**src/rtl/attention_feeder.sv**
```systemverilog
// attention_feeder: streams four q/k operand pairs to an exp() engine and
// captures the single result, aborting the wait after TIMEOUT cycles.
// Ports:
//   clk, rst                 clock, synchronous active-high reset
//   cfg_we/cfg_addr/cfg_data operand file write (0-3 = q0..q3, 4-7 = k0..k3)
//   start                    request one transaction (honoured in IDLE only)
//   tx_data/tx_vld/tx_rdy    operand stream toward the engine
//   res_data/res_vld/res_rdy result return from the engine
//   result                   last captured result
//   busy/done/timeout_err    status: not idle, end pulse, sticky wait abort
module attention_feeder #(
   parameter int TIMEOUT = 255
) (
   input  logic       clk,
   input  logic       rst,
   input  logic       cfg_we,
   input  logic [2:0] cfg_addr,
   input  logic [7:0] cfg_data,
   input  logic       start,
   output logic [7:0] tx_data,
   output logic       tx_vld,
   input  logic       tx_rdy,
   input  logic [8:0] res_data,
   input  logic       res_vld,
   output logic       res_rdy,
   output logic [8:0] result,
   output logic       busy,
   output logic       done,
   output logic       timeout_err
);

   typedef enum logic [1:0] {
      IDLE,
      SEND,
      WAIT_RES,
      DONE
   } state_t;

   // Last wait count; reaching it without a transfer aborts the wait.
   localparam logic [7:0] T_LAST = 8'(TIMEOUT - 1);

   state_t     state_q, state_d;
   logic [7:0] ops_q [8];
   logic [7:0] ops_d [8];
   logic [2:0] beat_q, beat_d;
   logic [7:0] tcnt_q, tcnt_d;
   logic [8:0] result_q, result_d;
   logic       terr_q, terr_d;
   logic [2:0] op_idx;

   // Even beats pick q[n/2] (entries 0-3), odd beats pick k[n/2] (4-7).
   assign op_idx = {beat_q[0], beat_q[2:1]};

   always_comb begin
      state_d  = state_q;
      ops_d    = ops_q;
      beat_d   = beat_q;
      tcnt_d   = tcnt_q;
      result_d = result_q;
      terr_d   = terr_q;
      tx_vld   = 1'b0;
      tx_data  = 8'h00;
      res_rdy  = 1'b0;
      done     = 1'b0;
      unique case (state_q)
         IDLE: begin
            if (cfg_we) begin
               ops_d[cfg_addr] = cfg_data;
            end
            if (start) begin
               state_d = SEND;
               beat_d  = 3'd0;
               terr_d  = 1'b0;
            end
         end
         SEND: begin
            tx_vld  = 1'b1;
            tx_data = ops_q[op_idx];
            if (tx_rdy) begin
               beat_d = beat_q + 3'd1;
               if (beat_q == 3'd7) begin
                  state_d = WAIT_RES;
                  tcnt_d  = 8'd0;
               end
            end
         end
         WAIT_RES: begin
            res_rdy = 1'b1;
            // A transfer on the last count wins over the abort.
            if (res_vld) begin
               result_d = res_data;
               state_d  = DONE;
            end else if (tcnt_q == T_LAST) begin
               terr_d  = 1'b1;
               state_d = DONE;
            end else begin
               tcnt_d = tcnt_q + 8'd1;
            end
         end
         DONE: begin
            done    = 1'b1;
            state_d = IDLE;
         end
         default: state_d = IDLE;
      endcase
   end

   always_ff @(posedge clk) begin
      if (rst) begin
         state_q  <= IDLE;
         ops_q    <= '{default: 8'h00};
         beat_q   <= 3'd0;
         tcnt_q   <= 8'd0;
         result_q <= 9'd0;
         terr_q   <= 1'b0;
      end else begin
         state_q  <= state_d;
         ops_q    <= ops_d;
         beat_q   <= beat_d;
         tcnt_q   <= tcnt_d;
         result_q <= result_d;
         terr_q   <= terr_d;
      end
   end

   assign busy        = (state_q != IDLE);
   assign result      = result_q;
   assign timeout_err = terr_q;

endmodule

```
**config.mk**
```make
export PLATFORM = sky130hd
export DESIGN_NAME = attention_feeder
export DESIGN_NICKNAME = d
export VERILOG_FILES = /design/src/rtl/attention_feeder.sv
export SDC_FILE = /design/constraint.sdc
export NUM_CORES = 1
export LEC_CHECK = 0
export CAP_MARGIN = 5
export CORE_UTILIZATION = 29
export CTS_CLUSTER_SIZE = 28
export DETAILED_ROUTE_END_ITERATION = 8
export SYNTH_ARGS = -nofsm -noshare
export SYNTH_HDL_FRONTEND = slang
export SYNTH_SLANG_ARGS = --single-unit
export TNS_END_PERCENT = 50
```
**constraint.sdc**
```tcl
create_clock -name clk -period 4.95 [get_ports clk]
set_input_delay 0.495 -clock clk [delete_from_list [all_inputs] [get_ports clk]]
set_output_delay 0.495 -clock clk [all_outputs]
set_load 0.01 [all_outputs]
```
# After elaboration in Yosys (flattened, before gate mapping)

Cells that the tools add are included.

$add $sub $neg: 2
Order comparisons: 3
Equal/unequal tests: 12
Muxes and demuxes: 28
Bitwise operators: 2
Reduce and logical (&&, ||, !) cells: 12

Operators with widths:

| operator            | number |
|---|---|
| $bwmux 64           | 1 |
| $mux 8              | 8 |
| $bmux 8 s3          | 1 |
| $demux 8 s3         | 1 |
| $pmux 8 s2          | 1 |
| $ne 2x2->1 const B  | 6 |
| $mux 2              | 5 |
| $add 8x1->8 const B | 1 |
| $eq 8x8->1 const B  | 1 |
| $ge 4x4->1 const B  | 2 |
| $not 3->4           | 2 |
| $pmux 2 s4          | 1 |
| $reduce_and 4->1    | 2 |
| $reduce_bool 2->1   | 4 |
| $mux 1              | 6 |
| $mux 3              | 2 |
| $pmux 3 s2          | 1 |
| $reduce_and 5->1    | 1 |
| $eq 2x2->1 const B  | 2 |
| $lt 4x1->1 const B  | 1 |
| $reduce_and 2->1    | 2 |
| $add 3x1->3 const B | 1 |
| $eq 3x3->1 const B  | 1 |
| $ne 3x3->1 const B  | 1 |
| other kinds (5)     | 5 |

Flip-flop bits (word level): 87
Output and inout port bits: 22
Word-level logic and storage cells: 72

# Depth between registers and ports, before layout

Word-level depth: 6
Mapped depth: 8
Gate-level depth less buffers: 6

# Worst setup path before layout

OpenSTA, ideal clock, no wires.

Path kind: flip-flop to output port
Start point: register beat_q[1]
End point: output port tx_data[2]
Data arrival time: 1.479 ns
Required time: 4.455 ns
Slack: 2.976 ns
Cell stages (with the launch flop): 6
Cells stage by stage: dfxtp_1 > buf_2 > buf_4 > mux4_2 > mux2i_1 > nor2b_1

Cells in the longest elaborated chain, start to end: 5

RTL lines:

| what                                       | line | text |
|---|---|---|
| start: declaration                         | 45   | `logic [2:0] beat_q, beat_d;` |
| start signal: assignment                   | 119  | `beat_q <= beat_d;` |
| $not 3->4 (not written as such)            | 78   | `tx_data = ops_q[op_idx];` |
| $bmux 8 s3                                 | 78   |  |
| $mux 8 (not written as such) (2 in series) | 78   |  |
| $mux 8                                     | 65   | `unique case (state_q)` |
| end: declaration                           | 20   | `output logic [7:0] tx_data,` |

Every way passes these cells. The select of a mux whose other input is x is not followed.

# Worst setup path after layout

Start point: register beat_q[1]
End point: output port tx_data[4]

The elaborated chain is that of the path after synthesis.

==> summary.txt <==
Setup path
  • CP startpoint kind: flip-flop
  • Crit Reg-Reg Endpoint: tcnt_q[6]
  • CP Class: flip-flop to output port
  • Crit path DAT: 2.75 ns
  • Worst reg2reg path depth: 6
  • CP max FO: 18
  • Worst EP required: 4.45 ns
  • Reg-to-reg startpoint: beat_q[1]
  • Crit path capture type: output port
  • Worst reg2reg setup slack: 2.40 ns

Die
  • Die Span Y: 120 µm
  • Core ar.: 13400 µm²
  • Die area: about 14000 µm²
  • Die X: 120 µm
  • Ports: 48
  • Initial Util: 0.302
  • FP Rows: 42

Synthesis
  • Synthesized instance count: 459
  • Yosys warnings: 0
  • Top area cells in the synthesized netlist: dfxtp_1 43%, mux4_2 8.9%, a21oi_1 7.7%
  • Register area share after synthesis: 0.430
  • Mapped Avg Cell Area: 8.82 µm²
  • Fraction of synthesized cell area in xor and xnor cells: 0
  • Top post-synthesis cells by count: 87 x dfxtp_1, 71 x nand2_1, 62 x a21oi_1, 47 x o21ai_0
  • Cell Area, Synth: about 4000 µm²
  • Ys flop type: dfxtp_1
  • Fraction of registers with async set/reset: 0
  • EDFF count, synth: 0
  • Post-Synth Adder-Cell Area: 0.0247
  • Most common cell in the netlist: dfxtp_1
  • Synth top area share: 0.430
  • Area leader, netlist: dfxtp_1
  • Post-Syn Nets: 493
  • Largest family of logic cells by synthesized area: compound AO/OA/AOI/OAI gates
  • Synth Register Bits: 87
  • Synth Area in Compound Gates: 0.182
  • Post-Synth Simple-Gate Area: 0.166
  • Post-synthesis cell type count: 47
  • Mux cell area share after synthesis: 0.151

Layout
  • Final Util: 0.361
  • Number of antenna diodes: 0
  • Non-filler instance count after layout: between 600 and 700
  • Fill count: 1355
  • Finished Cell Area: 4840 µm²
  • Layout cells sized above 1: 0.0830
  • Area added between synthesis and finish: 19.7%
  • Nets: a little over 500

Global route
  • First-pass GRT wire length: 16900 µm
  • Initial antenna violation count: 0
  • Total GRT Usage: 0.150
  • Global route total overflow: 0
  • Vias in the first global route: 3235
  • Largest net degree at the start of global routing: between 80 and 90

STA
  • Count of final max-slew check failures: 0
  • RSZ-0062 raised after global routing: false
  • Final setup violation count: 0
  • Final Worst Setup Slack: about 1.7 ns
  • Clock period minus final worst setup slack: between 3 and 4 ns
  • Fmax: approximately 310 MHz
  • Final Skew: 0.00406 ns
  • Tcrit/Tclk final: 0.657
  • Slew of the pin with the lowest slew margin: between 1 and 1.5 ns
  • Hold Slack: approximately 0.46 ns
  • Final Hold Fails: 0
  • Relative slew margins: 0.282
  • Setup TNS: 0 ns

CTS
  • Post-CTS Hold Buffers: 0
  • Skew-Pair Late Insertion Delay: roughly 0.34 ns
  • CTS H-tree lvls: 3
  • Clock Root Buffer: clkbuf_16
  • CTS buffer count: 9
  • Post-CTS Resized: 0
  • CTS tree: built
  • CTS max path bufs: 2
  • Setup bufs post-CTS: 0
  • CTS Sinks: 87
  • CTS clk-pin slew, worst paths: 0.06 ns

Place
  • Area post-placement: roughly 4600 µm²
  • Count of input and output buffers: between 40 and 50
  • Routability cong.: 0.787
  • Pre-CTS WS: 2.01 ns
  • Placed Instances: 644
  • Post-DP HPWL: 6660 µm

Worst hold path
  • Hold WC Path Type: flip-flop to flip-flop
  • Hold endpoint: result[8]
  • Min-Delay Path Depth: 2
  • Hold Path Origin: result[8]

Power
  • Switching Share: 0.305
  • Seq pwr share: 0.428
  • Power share of the clock group: 0.340
  • Total Power: 1.80 mW
  • Switching power: 550 µW
  • Combinational power share: 0.232
  • Pint: 1.25 mW
  • VDD IR max: 0.000146 V
  • Leakage power: 1.68 nW
  • Power per cell area: 372 nW/µm²

Flow run
  • Max Cap Viol: 0

Route
  • WL final: 10400 µm
  • Post-route ant nets: 0
  • Vias per inst: 5.19
  • Pre-Repair DR Iteration Count: 4
  • WL per Instance: 15.8 µm
  • Iteration-0 DRC Markers: 139
  • Via Count: between 3000 and 4000
  • Residual DRC: 0

Run status
  • Status: finished, final reports clean
==> routing by layer <==
metal  track usage  share of wire  vias to the layer above
met5             0              0                        -
met1         0.187           0.45                     1679
met2         0.249           0.49                       57
li1              -              -                     1655
met4        0.0766          0.033                        0
met3        0.0252          0.025                       27
==> critical path: stages, from the launching register on <==
cell             delay, ns
dfxtp_1               1.03
mux4_2                0.60
mux2i_1               0.22
nor2b_1               0.08
clkdlybuf4s50_1       0.48
==> flip-flops by register name (all words and copies together), names as in the netlist <==
| name | count |
|---|---|
| beat_q | 3 |
| ops_q | 64 |
| result | 9 |
| state_q | 2 |
| tcnt_q | 8 |
| timeout_err | 1 |
==> logic make-up (layout without fill, tap and decap cells) <==
logic type / after synthesis / in the layout
AND/OR/NAND/NOR: 145 / 145
multiplexers: 41 / 41
buffers and inverters: 45 / 68
flip-flops: 87 / 87
adder cells (fa/ha/maj): 8 / 8
AO/OA/AOI/OAI: 133 / 133
==> final cells by class <==
class	count	area [µm²]	share of cell area
Clock buffer	10	239	0.0494
Tap cell	176	220	0.0455
Sequential cell	87	1740	0.360
Inverter	6	22.5	0.00465
Timing Repair Buffer	48	473	0.0977
Clock inverter	4	23.8	0.00491
Multi-Input combinational cell	327	2120	0.438
==> worst max-delay path by stage <==
stage,startpoint,depth (start not counted),endpoint,slack [ns]
floorplan,beat_q[1],5,tx_data[2],2.98
global placement,beat_q[1],4,tx_data[4],2.03
detailed placement,beat_q[1],4,tx_data[4],2.01
CTS,beat_q[1],4,tx_data[4],1.64
global route,beat_q[1],4,tx_data[4],1.51
finish,beat_q[1],4,tx_data[4],1.70
==> power groups by stage <==
| stage | Clock (mW) | Combinational, mW | Sequential (mW) |
|---|---|---|---|
| 6_report | 0.613 | 0.418 | 0.771 |
| 5_1_grt | 0.657 | 0.458 | 0.778 |
| 4_1_cts | 0.621 | 0.420 | 0.772 |
| 3_5_place_dp | 0 | 0.420 | 0.786 |
| 3_3_place_gp | 0 | 0.412 | 0.785 |
| 2_1_floorplan | 0 | 0.286 | 0.774 |
==> layout by cell type, fill, tap and decap left out, types with 4 or more instances in the layout <==
| cell | count |
|---|---|
| mux2i_1 | 25 |
| nor2b_1 | 9 |
| nand2_1 | 71 |
| a21oi_1 | 62 |
| ha_1 | 8 |
| nand2b_1 | 5 |
| clkbuf_16 | 9 |
| mux4_2 | 16 |
| dfxtp_1 | 87 |
| o21ai_1 | 4 |
| nor3_1 | 6 |
| o21ai_0 | 47 |
| clkdlybuf4s50_1 | 46 |
| inv_1 | 6 |
| nor2_1 | 30 |
(Power assumes the default switching activity.)
